===== src/rtl/game_flow_ctrl.sv =====
// Game flow controller: menu/play/pause/clear/win/lose sequencing with lives, stages and timed skills.
// Optional GAME_BONUS_LIFE_EN: entering CLEAR grants one extra life, saturating at MAX_LIVES.
module game_flow_ctrl #(
   parameter int NUM_STAGES     = 3,
   parameter int INIT_LIVES     = 5,
   parameter int MAX_LIVES      = 9,
   parameter int NUM_SKILLS     = 3,
   parameter int INIT_SKILL_PTS = 3,
   parameter int SKILL_DUR      = 100,
   parameter int CLEAR_HOLD     = 40
) (
   input  logic                  clk,
   input  logic                  rst,
   input  logic                  start_press,
   input  logic                  pause_press,
   input  logic                  ball_lost,
   input  logic                  bricks_empty,
   input  logic [NUM_SKILLS-1:0] skill_req,
   output logic [2:0]            state,
   output logic [3:0]            stage,
   output logic [7:0]            lives,
   output logic [7:0]            skill_pts,
   output logic [NUM_SKILLS-1:0] skill_active,
   output logic                  load_stage,
   output logic [15:0]           led
);

   typedef enum logic [2:0] {
      S_MENU  = 3'd0,
      S_PLAY  = 3'd1,
      S_PAUSE = 3'd2,
      S_CLEAR = 3'd3,
      S_WIN   = 3'd4,
      S_LOSE  = 3'd5
   } state_e;

   localparam int TW = $clog2(SKILL_DUR + 1);
   localparam int HW = $clog2(CLEAR_HOLD + 1);
   localparam logic [HW-1:0] HOLD_LAST = HW'(CLEAR_HOLD - 1);

   state_e                  state_q, state_d;
   logic [3:0]              stage_q, stage_d;
   logic [7:0]              lives_q, lives_d;
   logic [7:0]              pts_q, pts_d;
   logic [NUM_SKILLS-1:0]   active_q, active_d;
   logic [TW-1:0]           timer_q [NUM_SKILLS];
   logic [TW-1:0]           timer_d [NUM_SKILLS];
   logic [HW-1:0]           hold_q, hold_d;
   logic                    load_q, load_d;
   logic [15:0]             led_q, led_d;
   logic                    found;

   // End screens show only their own flag; other states show the lives/points thermometers.
   function automatic logic [15:0] led_of(state_e st, logic [7:0] lv, logic [7:0] pts);
      logic [15:0] l;
      l = '0;
      case (st)
         S_WIN:   l[7] = 1'b1;
         S_LOSE:  l[6] = 1'b1;
         default: begin
            for (int i = 0; i < 5; i++) l[i] = (lv > 8'(i));
            for (int i = 0; i < 3; i++) l[15-i] = (pts > 8'(i));
            l[8] = (st == S_PAUSE);
         end
      endcase
      return l;
   endfunction

   always_comb begin
      // NOTE: every _d gets a default first so no path can leave it unassigned and infer a latch.
      state_d  = state_q;
      stage_d  = stage_q;
      lives_d  = lives_q;
      pts_d    = pts_q;
      active_d = active_q;
      timer_d  = timer_q;
      hold_d   = hold_q;
      load_d   = 1'b0;
      found    = 1'b0;
      case (state_q)
         S_MENU: if (start_press) begin
            state_d  = S_PLAY;
            stage_d  = '0;
            lives_d  = 8'(INIT_LIVES);
            pts_d    = 8'(INIT_SKILL_PTS);
            active_d = '0;
            for (int i = 0; i < NUM_SKILLS; i++) timer_d[i] = '0;
            load_d   = 1'b1;
         end
         S_PLAY: begin
            if (bricks_empty) begin
               state_d  = S_CLEAR;
               hold_d   = '0;
               active_d = '0;
               for (int i = 0; i < NUM_SKILLS; i++) timer_d[i] = '0;
`ifdef GAME_BONUS_LIFE_EN
               if (lives_q < 8'(MAX_LIVES)) lives_d = lives_q + 8'd1;
`endif
            end else if (ball_lost && lives_q <= 8'd1) begin
               state_d  = S_LOSE;
               lives_d  = '0;
               active_d = '0;
               for (int i = 0; i < NUM_SKILLS; i++) timer_d[i] = '0;
            end else begin
               for (int i = 0; i < NUM_SKILLS; i++) begin
                  if (active_q[i]) begin
                     if (timer_q[i] == TW'(1)) begin
                        active_d[i] = 1'b0;
                        timer_d[i]  = '0;
                     end else begin
                        timer_d[i] = timer_q[i] - TW'(1);
                     end
                  end
               end
               for (int i = 0; i < NUM_SKILLS; i++) begin
                  if (!found && skill_req[i] && !active_q[i] && pts_q != 8'd0) begin
                     found       = 1'b1;
                     active_d[i] = 1'b1;
                     timer_d[i]  = TW'(SKILL_DUR);
                     pts_d       = pts_q - 8'd1;
                  end
               end
               if (ball_lost)        lives_d = lives_q - 8'd1;
               else if (pause_press) state_d = S_PAUSE;
            end
         end
         S_PAUSE: if (pause_press) state_d = S_PLAY;
         S_CLEAR: begin
            if (hold_q == HOLD_LAST) begin
               if (stage_q < 4'(NUM_STAGES - 1)) begin
                  stage_d = stage_q + 4'd1;
                  load_d  = 1'b1;
                  state_d = S_PLAY;
               end else begin
                  state_d = S_WIN;
               end
            end else begin
               hold_d = hold_q + HW'(1);
            end
         end
         S_WIN, S_LOSE: if (start_press) state_d = S_MENU;
         default: state_d = S_MENU;
      endcase
      led_d = led_of(state_d, lives_d, pts_d);
   end

   always_ff @(posedge clk) begin
      if (rst) begin
         // NOTE: the skill timers are a handful of flops, not RAM, so they are reset with the rest of the state.
         state_q  <= S_MENU;
         stage_q  <= '0;
         lives_q  <= 8'(INIT_LIVES);
         pts_q    <= 8'(INIT_SKILL_PTS);
         active_q <= '0;
         for (int i = 0; i < NUM_SKILLS; i++) timer_q[i] <= '0;
         hold_q   <= '0;
         load_q   <= 1'b0;
         led_q    <= led_of(S_MENU, 8'(INIT_LIVES), 8'(INIT_SKILL_PTS));
      end else begin
         // NOTE: non-blocking updates so every register sees the pre-edge values of the others.
         state_q  <= state_d;
         stage_q  <= stage_d;
         lives_q  <= lives_d;
         pts_q    <= pts_d;
         active_q <= active_d;
         timer_q  <= timer_d;
         hold_q   <= hold_d;
         load_q   <= load_d;
         led_q    <= led_d;
      end
   end

   assign state        = state_q;
   assign stage        = stage_q;
   assign lives        = lives_q;
   assign skill_pts    = pts_q;
   assign skill_active = active_q;
   assign load_stage   = load_q;
   assign led          = led_q;

endmodule


===== config.mk =====
export PLATFORM = sky130hd
export DESIGN_NAME = game_flow_ctrl
export DESIGN_NICKNAME = d
export VERILOG_FILES = /design/src/rtl/game_flow_ctrl.sv
export SDC_FILE = /design/constraint.sdc
export NUM_CORES = 1
export LEC_CHECK = 0
export BUFFER_PORTS_ARGS = -buffer_cell sky130_fd_sc_hd__buf_2
export CAP_MARGIN = 0
export CORE_UTILIZATION = 45
export CTS_BUF_LIST = sky130_fd_sc_hd__clkbuf_16
export CTS_CLUSTER_SIZE = 28
export DETAILED_ROUTE_END_ITERATION = 6
export PLACE_DENSITY = 0.68
export SLEW_MARGIN = 10
export SYNTH_ARGS = -nofsm -noshare
export SYNTH_HDL_FRONTEND = slang
export SYNTH_SLANG_ARGS = --single-unit

===== constraint.sdc =====
create_clock -name clk -period 2.38 [get_ports clk]
set_input_delay 0.238 -clock clk [delete_from_list [all_inputs] [get_ports clk]]
set_output_delay 0.238 -clock clk [all_outputs]
set_load 0.02 [all_outputs]

### Yosys cells after proc, flatten, opt, wreduce, memory -nomap -nowiden

Index checks and enable logic that the tools add are counted.

| word-level totals | value |
|---|---|
| bits in registers | 70 |
| latch bits | 0 |
| RAM bits | 0 |
| ROM bits | 0 |
| bits of input ports | 9 |
| logic and storage cells | 149 |
| memories kept | 0 |

| cells by class | value |
|---|---|
| $add $sub $neg | 7 |
| $mul | 0 |
| divide/modulo/power cells | 0 |
| $lt $le $gt $ge | 10 |
| eq/ne operators | 20 |
| shift operators | 0 |
| muxes and demuxes | 71 |
| bitwise logic cells | 0 |
| reduce and logical (&&, ||, !) cells | 28 |

Operator list:

| operator | number |
|---|---|
| 2-to-1 mux 8 bit | 10 |
| 2-to-1 mux 21 bit | 3 |
| 2-to-1 mux 7 bit | 9 |
| one-hot mux 21 bit (2 select lines) | 1 |
| 2-to-1 mux 3 bit | 13 |
| > comparator 8 x 1 -> 1 bit (second input constant) | 4 |
| one-hot mux 8 bit (2 select lines) | 2 |
| > comparator 8 x 2 -> 1 bit (second input constant) | 3 |
| 2-to-1 mux 1 bit | 22 |
| == test 7 x 1 -> 1 bit (second input constant) | 3 |
| subtractor 7 x 1 -> 7 bit (second input constant) | 3 |
| subtractor 8 x 1 -> 8 bit (second input constant) | 2 |
| inequality test 5 bit (second input constant) | 3 |
| one-hot mux 3 bit (5 select lines) | 1 |
| == test 3 bit (second input constant) | 4 |
| 2-to-1 mux 4 bit | 3 |
| 2-to-1 mux 6 bit | 2 |
| one-hot mux 6 bit (2 select lines) | 1 |
| AND reduction 3 bit | 4 |
| inequality test 2 bit (second input constant) | 5 |
| == test 3 x 2 -> 1 bit (second input constant) | 3 |
| logical AND 1 bit | 9 |
| > comparator 8 x 3 -> 1 bit (second input constant) | 1 |
| <= comparator 8 x 1 -> 1 bit (second input constant) | 1 |
| 17 further kinds | 24 |

### Depth between registers and ports, before layout

Gate-level depths: netlist of the first run.

| depth | value |
|---|---|
| depth after elaboration | 25 |
| gate-level depth with buffers | 9 |
| depth with buffers taken out | 8 |

### Worst setup path before layout of the first run

OpenSTA, ideal clock, no wires.

| path | value |
|---|---|
| kind | flip-flop to flip-flop |
| start | register lives_q[0] (netlist: lives[0]) |
| end | register timer_q[20] in the netlist's numbering |
| arrival time | 2.485 ns |
| required time | 2.261 ns |
| slack | -0.223 ns |
| cell stages (with the launch flop) | 9 |
| buffers on the path | 1 |
| cell sequence | dfxtp_1 inv_1 ha_1 nor2_1 o41ai_4 o31ai_1 clkbuf_1 nor2_1 o221a_2 |

| between the ends | value |
|---|---|
| longest elaborated chain between the ends | 5 |
| elaborated cells between the ends (all ways) | 7 |

Ends and longest elaborated chain:

| item | line | RTL |
|---|---|---|
| start, declared | 43 | `logic [7:0] lives_q, lives_d;` |
| start signal, assigned | 152 | `lives_q <= 8'(INIT_LIVES);` |
| start signal, assigned | 163 | `lives_q <= lives_d;` |
| <= comparator 8 x 1 -> 1 bit (*) | 99 | `end else if (ball_lost && lives_q <= 8'd1) begin` |
| logical AND 1 bit (*) | 99 |  |
| 2-to-1 mux 21 bit | 99 |  |
| 2-to-1 mux 21 bit | 91 | `if (bricks_empty) begin` |
| one-hot mux 21 bit (2 select lines) | 80 | `case (state_q)` |
| end signal, assigned | 166 | `timer_q <= timer_d;` |
| end, declared | 46 | `logic [TW-1:0] timer_q [NUM_SKILLS];` |

Every way passes the cells marked *; elsewhere a longest branch is shown, timed or not.
A chain may end at the register's enable or synchronous reset.

### Worst setup path in the final report of the first run

| path | value |
|---|---|
| start | register lives_q[4] (netlist: lives[4]) |
| end | register led_q[3] (netlist: led[3]) |

| between the ends | value |
|---|---|
| longest elaborated chain between the ends | 8 |
| elaborated cells between the ends (all ways) | 16 |

Ends and longest elaborated chain:

| item | line | RTL |
|---|---|---|
| branches (longest 7 deep; another with subtractor 8 x 1 -> 8 bit) | n/a |  |
| 2-to-1 mux 5 bit (*) | 57 | `case (st)` |
| end signal, assigned | 158 | `led_q <= led_of(S_MENU, 8'(INIT_LIVES), 8'(INIT_SKILL_PTS));` |
| end signal, assigned | 169 | `led_q <= led_d;` |
| end, declared | 50 | `logic [15:0] led_q, led_d;` |

Every way passes the cells marked *.

==> results of run 1 <==
## final cells by class
class	count	area share
clock buffer	9	0.04874
clock inverter	7	0.006770
inverter	15	0.01219
multi-input combinational	352	0.4988
sequential	65	0.2822
tap	102	0.02762
timing repair buffer	91	0.1237
## routing by layer
metal	track usage	vias to the layer above
met2	0.3732	100
met3	0.04762	12
met4	0.08590	0
met5	0	-
met1	0.3149	1728
li1	-	1825
## logic make-up (layout without fill, tap and decap cells)
logic type                 after synthesis  in the layout  share of synthesized area
other                                    1              5                   0.001008
xor gates and xnor gates                 7              7                    0.01648
AOI/OAI and AO/OA                      115            115                     0.2304
buffers and inverters                   40            122                    0.05045
DFF                                     65             65                     0.3498
and+or+nand+nor                        205            205                     0.2893
muxes                                    9              9                    0.02556
adders and majority gates               11             11                    0.03700
## layout by cell type (no fill, tap or decap), types with 5 or more instances in the layout
master,count
nor2b_1,6
nor4_1,9
nand4_1,8
nand2_1,36
buf_2,46
buf_4,44
dfxtp_1,63
clkbuf_16,9
inv_1,18
xor2_1,6
o221a_2,6
nor2_1,70
mux2i_1,5
a41oi_1,6
nand2b_1,5
a31oi_1,9
nand3b_1,5
o21ai_0,18
nand3_1,9
a21oi_1,35
ha_1,10
conb_1,5
or4_1,5
a22oi_1,5
nor3_1,14
and2_1,9
## registers in the layout, indices dropped and copies added (netlist names)
name and count:
state 3, skill_active 3, stage 4, timer_q 21, hold_q 6, load_stage 1
lives 8, skill_pts 8, led 11
## through the flow
stage                     setup WS (ps)  hold slack (ps)  utilization
final                             85.95            297.1       0.5888
after global routing             -11.68            312.2       0.5888
after CTS                         5.178            288.8       0.5837
after detailed placement         -89.78            478.6       0.5486
after global placement            27.86            471.2       0.5486
after floorplan                   17.07            454.0            -
## what timing repair did
item                       in CTS  in global routing
hold endpoints to repair        0                  0
buffers inserted                2                  0
gates resized for setup         1                 12
setup endpoints to repair       5                 14
pin swaps                       1                  3
gates cloned                    0                  0
## power by group
part	internal, mW	switching, mW
logic	0.227	0.317
clock network	0.683	0.469
registers	1.13	0.0414
total	2.04	0.827
## final timing paths
check	from	endpoint	slack, ps	cells past startpoint
worst min register to register	hold_q[1]	hold_q[1]	490	2
worst max register to register	lives[4]	led[3]	90	7
worst max-delay path	lives[4]	led[3]	90	7
worst min-delay path	rst	skill_active[0]	300	2
==> metrics.txt, run 1 <==
num rows=32; power per cell area=620.9 nW/um^2; Max FO, Critical Path=7; Tcrit/Tclk final=0.9639; ANT nets after route=0; Clock Latency Late Sink=330 ps; wl on met1=4516 microns; post-DP HPWL=7066 microns; Mean Syn Cell Area=8.212 sq um; Distinct cells, synth=66; critical path launch point type=flip-flop; Crit path largest cell delay=580 ps; delay-heaviest family, CP=simple AND/OR/NAND/NOR gates; TritonCTS clock tree=done; Layout Cells excl Fill=641; EDFF count, synth=0; worst path buffer plus inverter count=1; status=finished clean; Slowest-stage cell, CP=or4_4; Leak=1.929 nW; ys async rst share=0; Relative slew margins=0.6446; fraction of layout cells with a size suffix above 1=0.2690; top cells by area, synth=dfxtp_1 35%, nor2_1 7.2%, a21oi_1 4.7%, ha_1 3.7%, nand2_1 3.6%; flops & latches, synth=65; Mapped Area=3720 sq um; remaining global-route overflow=0; max-cap violation count=0; Num CTS Buffers=9; largest net degree at the start of global routing=23; top cell type's share of synthesized area=0.3498; RD Place Congestion=0.9069; Seq/Total Area, Yosys=0.3498; Layout Skew=5.657 ps; Routed WL=9723 microns; fin crit period=2294 ps; CP Data Required Time=2590 ps; largest area contributor in the netlist=dfxtp_1; vias in the first global route=3436; remaining routing DRC violations=0; Fillers=736; endpoints failing setup=0; DP Cell Count=623; drt via density=5.718; DR WL/cell=15.17 microns; drt first pass iters=4; Final Net Count=554; Synth Flop Type=dfxtp_1; Multi-input gate area=2305 sq um; clock transition at the registers of the reported paths=60 ps; hold_buf cts=0; crit path kind=reg2reg; WP data arrival=2500 ps; Die Y=92.92 microns; initial antenna violation count=0; Worst Hold Class=in2reg; met3 WL post-DR=482 microns; met2 wire length=4588 microns; Synth top cells by count=71 x nor2_1, 65 x dfxtp_1, 36 x nand2_1; area of the die=8634 sq um; routed via count=3665; Max Slew Vio Count=0; Clock Path Buffers=2; synthesized instance count=453; root buf cell=clkbuf_16; first-pass GRT wire length=16060 microns; fmax=435.9 MHz; Worst-Margin Slew=525.6 ps; number of I/O port buffers=46; Sequential Area=1304 sq um; Syn. warnings=0; CTS Sinks=65; total power draw=2.869 mW; H-tree depth=3; Placed Area=4305 sq um; Die W=92.92 microns; initial core utilization=0.4740; Core Area=7848 sq um; final hold violation count=0; DR top layer=met4; area growth from synthesis to layout=24.22%; TNS Setup=0 ps; Final Instance Area=4621 sq um; Worst VDD drop=0.0003583 V; Iteration-0 DRC Markers=135; Total GRT Usage=0.2356; count leader, synth=nor2_1; # diodes=0; worst path cell trace=or4_4, buf_6, o41ai_4, o21ai_0, a2bb2oi_1, and4_4, a31oi_1; CP endpoint kind=flip-flop; io pins=52
Note: power is estimated with default switching activity, not from simulation.
==> run 2, diff against run 1 <==
--- a/config.mk
+++ b/config.mk
@@ -7,11 +7,13 @@
 export LEC_CHECK = 0
 export BUFFER_PORTS_ARGS = -buffer_cell sky130_fd_sc_hd__buf_2
 export CAP_MARGIN = 0
-export CORE_UTILIZATION = 45
+export CELL_PAD_IN_SITES_DETAIL_PLACEMENT = 1
+export CELL_PAD_IN_SITES_GLOBAL_PLACEMENT = 1
+export CORE_UTILIZATION = 39
 export CTS_BUF_LIST = sky130_fd_sc_hd__clkbuf_16
 export CTS_CLUSTER_SIZE = 28
 export DETAILED_ROUTE_END_ITERATION = 6
-export PLACE_DENSITY = 0.68
+export PLACE_DENSITY = 0.77
 export SLEW_MARGIN = 10
 export SYNTH_ARGS = -nofsm -noshare
 export SYNTH_HDL_FRONTEND = slang
==> run 2 against run 1 <==
Core utilization fell by 7.5 points. Non-clock buffer count rose by 4. Design area increased by 2.8%. Clock-buffer cell count unchanged. Via count grew 3.7%. Clock skew fell by 2.3 ps. Combinational power rose by 4.2%. Highest routed layer unchanged.
==> metrics.txt, run 2 (same netlist as run 1, synthesis figures left out) <==
status=finished clean; drt via density=5.658 (-1.0%); initial core utilization=0.4026 (-0.07144); Worst path most repeated cell=buf_4; Placed Area=4339 sq um (+0.78%); Core Area=9240 sq um (+18%); vias in the first global route=3796 (+10%); Relative slew margins=0.6508 (+0.006181); worst path cell trace=inv_1, ha_1, nor2_4, buf_4, o41ai_4, buf_4, buf_4, or4_1, a21oi_1; Total GRT Usage=0.2419 (+0.006279); fin crit period=2342 ps (+47.76 ps); worst r2r src=lives[0]; Max Slew Vio Count=0 (unchanged); DR WL/cell=17.67 microns (+16%); drt first pass iters=4 (unchanged); Final Net Count=558 (+0.72%); Tcrit/Tclk final=0.9840 (+0.02007); TNS Setup=0 ps (unchanged); Leak=1.962 nW (+1.7%); ANT nets after route=0 (unchanged); total power draw=3.136 mW (+9.3%); Worst Hold Class=in2reg; Die Y=99.66 microns (+7.3%); Worst VDD drop=0.0003624 V (+1.1%); worst path buffer plus inverter count=4 (+3); most common cell after layout, fill and taps aside=nor2_1; Routed WL=11880 microns (+22%); initial antenna violation count=0 (unchanged); # diodes=0 (unchanged); worst hold slack=293.2 ps (-3.909 ps); area of the die=9932 sq um (+15%); CTS Sinks=65 (unchanged); critical path launch point type=flip-flop; crit path kind=reg2reg; TritonCTS clock tree=done; routed via count=3802 (+3.7%); area growth from synthesis to layout=27.72%; remaining routing DRC violations=0 (unchanged); Slowest-stage cell, CP=or4_1; Worst-Margin Slew=519.0 ps (-6.652 ps); Final WS setup=38.19 ps (-47.76 ps); commonest non-fill, non-tap cells in the layout=69 x nor2_1, 63 x dfxtp_1, 48 x buf_4; Num CTS Buffers=9 (unchanged); remaining global-route overflow=0 (unchanged); Largest register FFs=21 (unchanged); RD Place Congestion=0.9865 (+8.8%); DP Cell Count=650 (+4.3%); worst r2r path cells=9 (+2); hold_buf cts=0 (unchanged); Final Instance Area=4751 sq um (+2.8%); power per cell area=660.1 nW/um^2 (+6.3%); Fillers=1150 (+56%); post-DP HPWL=8560 microns (+21%); endpoints failing setup=0 (unchanged); delay-heaviest family, CP=simple AND/OR/NAND/NOR gates; Crit path largest cell delay=470 ps (-110 ps); Die W=99.66 microns (+7.3%); reg2reg end=lives[3]; dpl ws=-113.7 ps (-23.87 ps); WHS Path Cells=2 (unchanged); met2 wire length=5839 microns (+27%); Iteration-0 DRC Markers=133 (-1.5%); clock transition at the registers of the reported paths=50 ps (about the same); number of I/O port buffers=46 (unchanged); first-pass GRT wire length=18930 microns (+18%); root buf cell=clkbuf_16; r2r setup slk=40 ps (-50 ps); Layout Cells excl Fill=672 (+4.8%); fmax=427.0 MHz (-2.0%); CP Data Required Time=2610 ps (+20 ps); WP data arrival=2570 ps (+70 ps); CP endpoint kind=flip-flop; final hold violation count=0 (unchanged); Max FO, Critical Path=7 (unchanged); Clock Path Buffers=2 (unchanged); DR top layer=met4; Worst Setup SP=lives[0]; fraction of layout cells with a size suffix above 1=0.2873 (+0.01828); Layout Utilization=0.5142 (-0.07466); io pins=52 (unchanged); HP Start=rst; wl on met1=5406 microns (+20%); largest net degree at the start of global routing=24 (+4.3%); max-cap violation count=0 (unchanged); H-tree depth=3 (unchanged); Clock Latency Late Sink=320 ps (about the same); num rows=35 (+9.4%); Top reg by flops=timer_q; Layout Skew=3.360 ps (-2.296 ps); met3 WL post-DR=435 microns (-9.8%); WHS Endpoint=skill_active[1]
[run 2: how the worst max path moves through the flow]
stage	to	slack, ps	cells past startpoint
after floorplan	led[13]	20	8
after global placement	led[3]	0.8	7
after detailed placement	led[1]	-110	7
after CTS	led[1]	20	8
after global routing	led[1]	-7	9
final	lives[3]	40	9
[run 2: metal layers]
| layer | up-vias | track usage |
|---|---|---|
| met3 | 14 | 0.03162 |
| met1 | 1887 | 0.3114 |
| li1 | 1822 | - |
| met5 | - | 0 |
| met4 | 0 | 0.08710 |
| met2 | 79 | 0.4127 |
[run 2: area by class of cell]
class                           count  area [sq um]  share of cell area
Inverter                           15         56.30             0.01185
Multi-Input combinational cell    352          2316              0.4875
Clock buffer                        9         225.2             0.04741
Timing Repair Buffer               95         601.8              0.1267
Tap cell                          129         161.4             0.03397
Clock inverter                      7         86.33             0.01817
Sequential cell                    65          1304              0.2744
[run 2: report_power, final]
group	switching (mW)	total, mW	internal [mW]
clock	0.490	1.40	0.906
sequential	0.0428	1.17	1.13
combinational	0.337	0.566	0.229
[run 2: what timing repair did]
| action | in CTS | in global routing |
|---|---|---|
| buffers inserted | 3 | 3 |
| pin swaps | 2 | 7 |
| resized for setup | 5 | 12 |
| hold endpoints to repair | 0 | 0 |
| setup endpoints to repair | 8 | 15 |
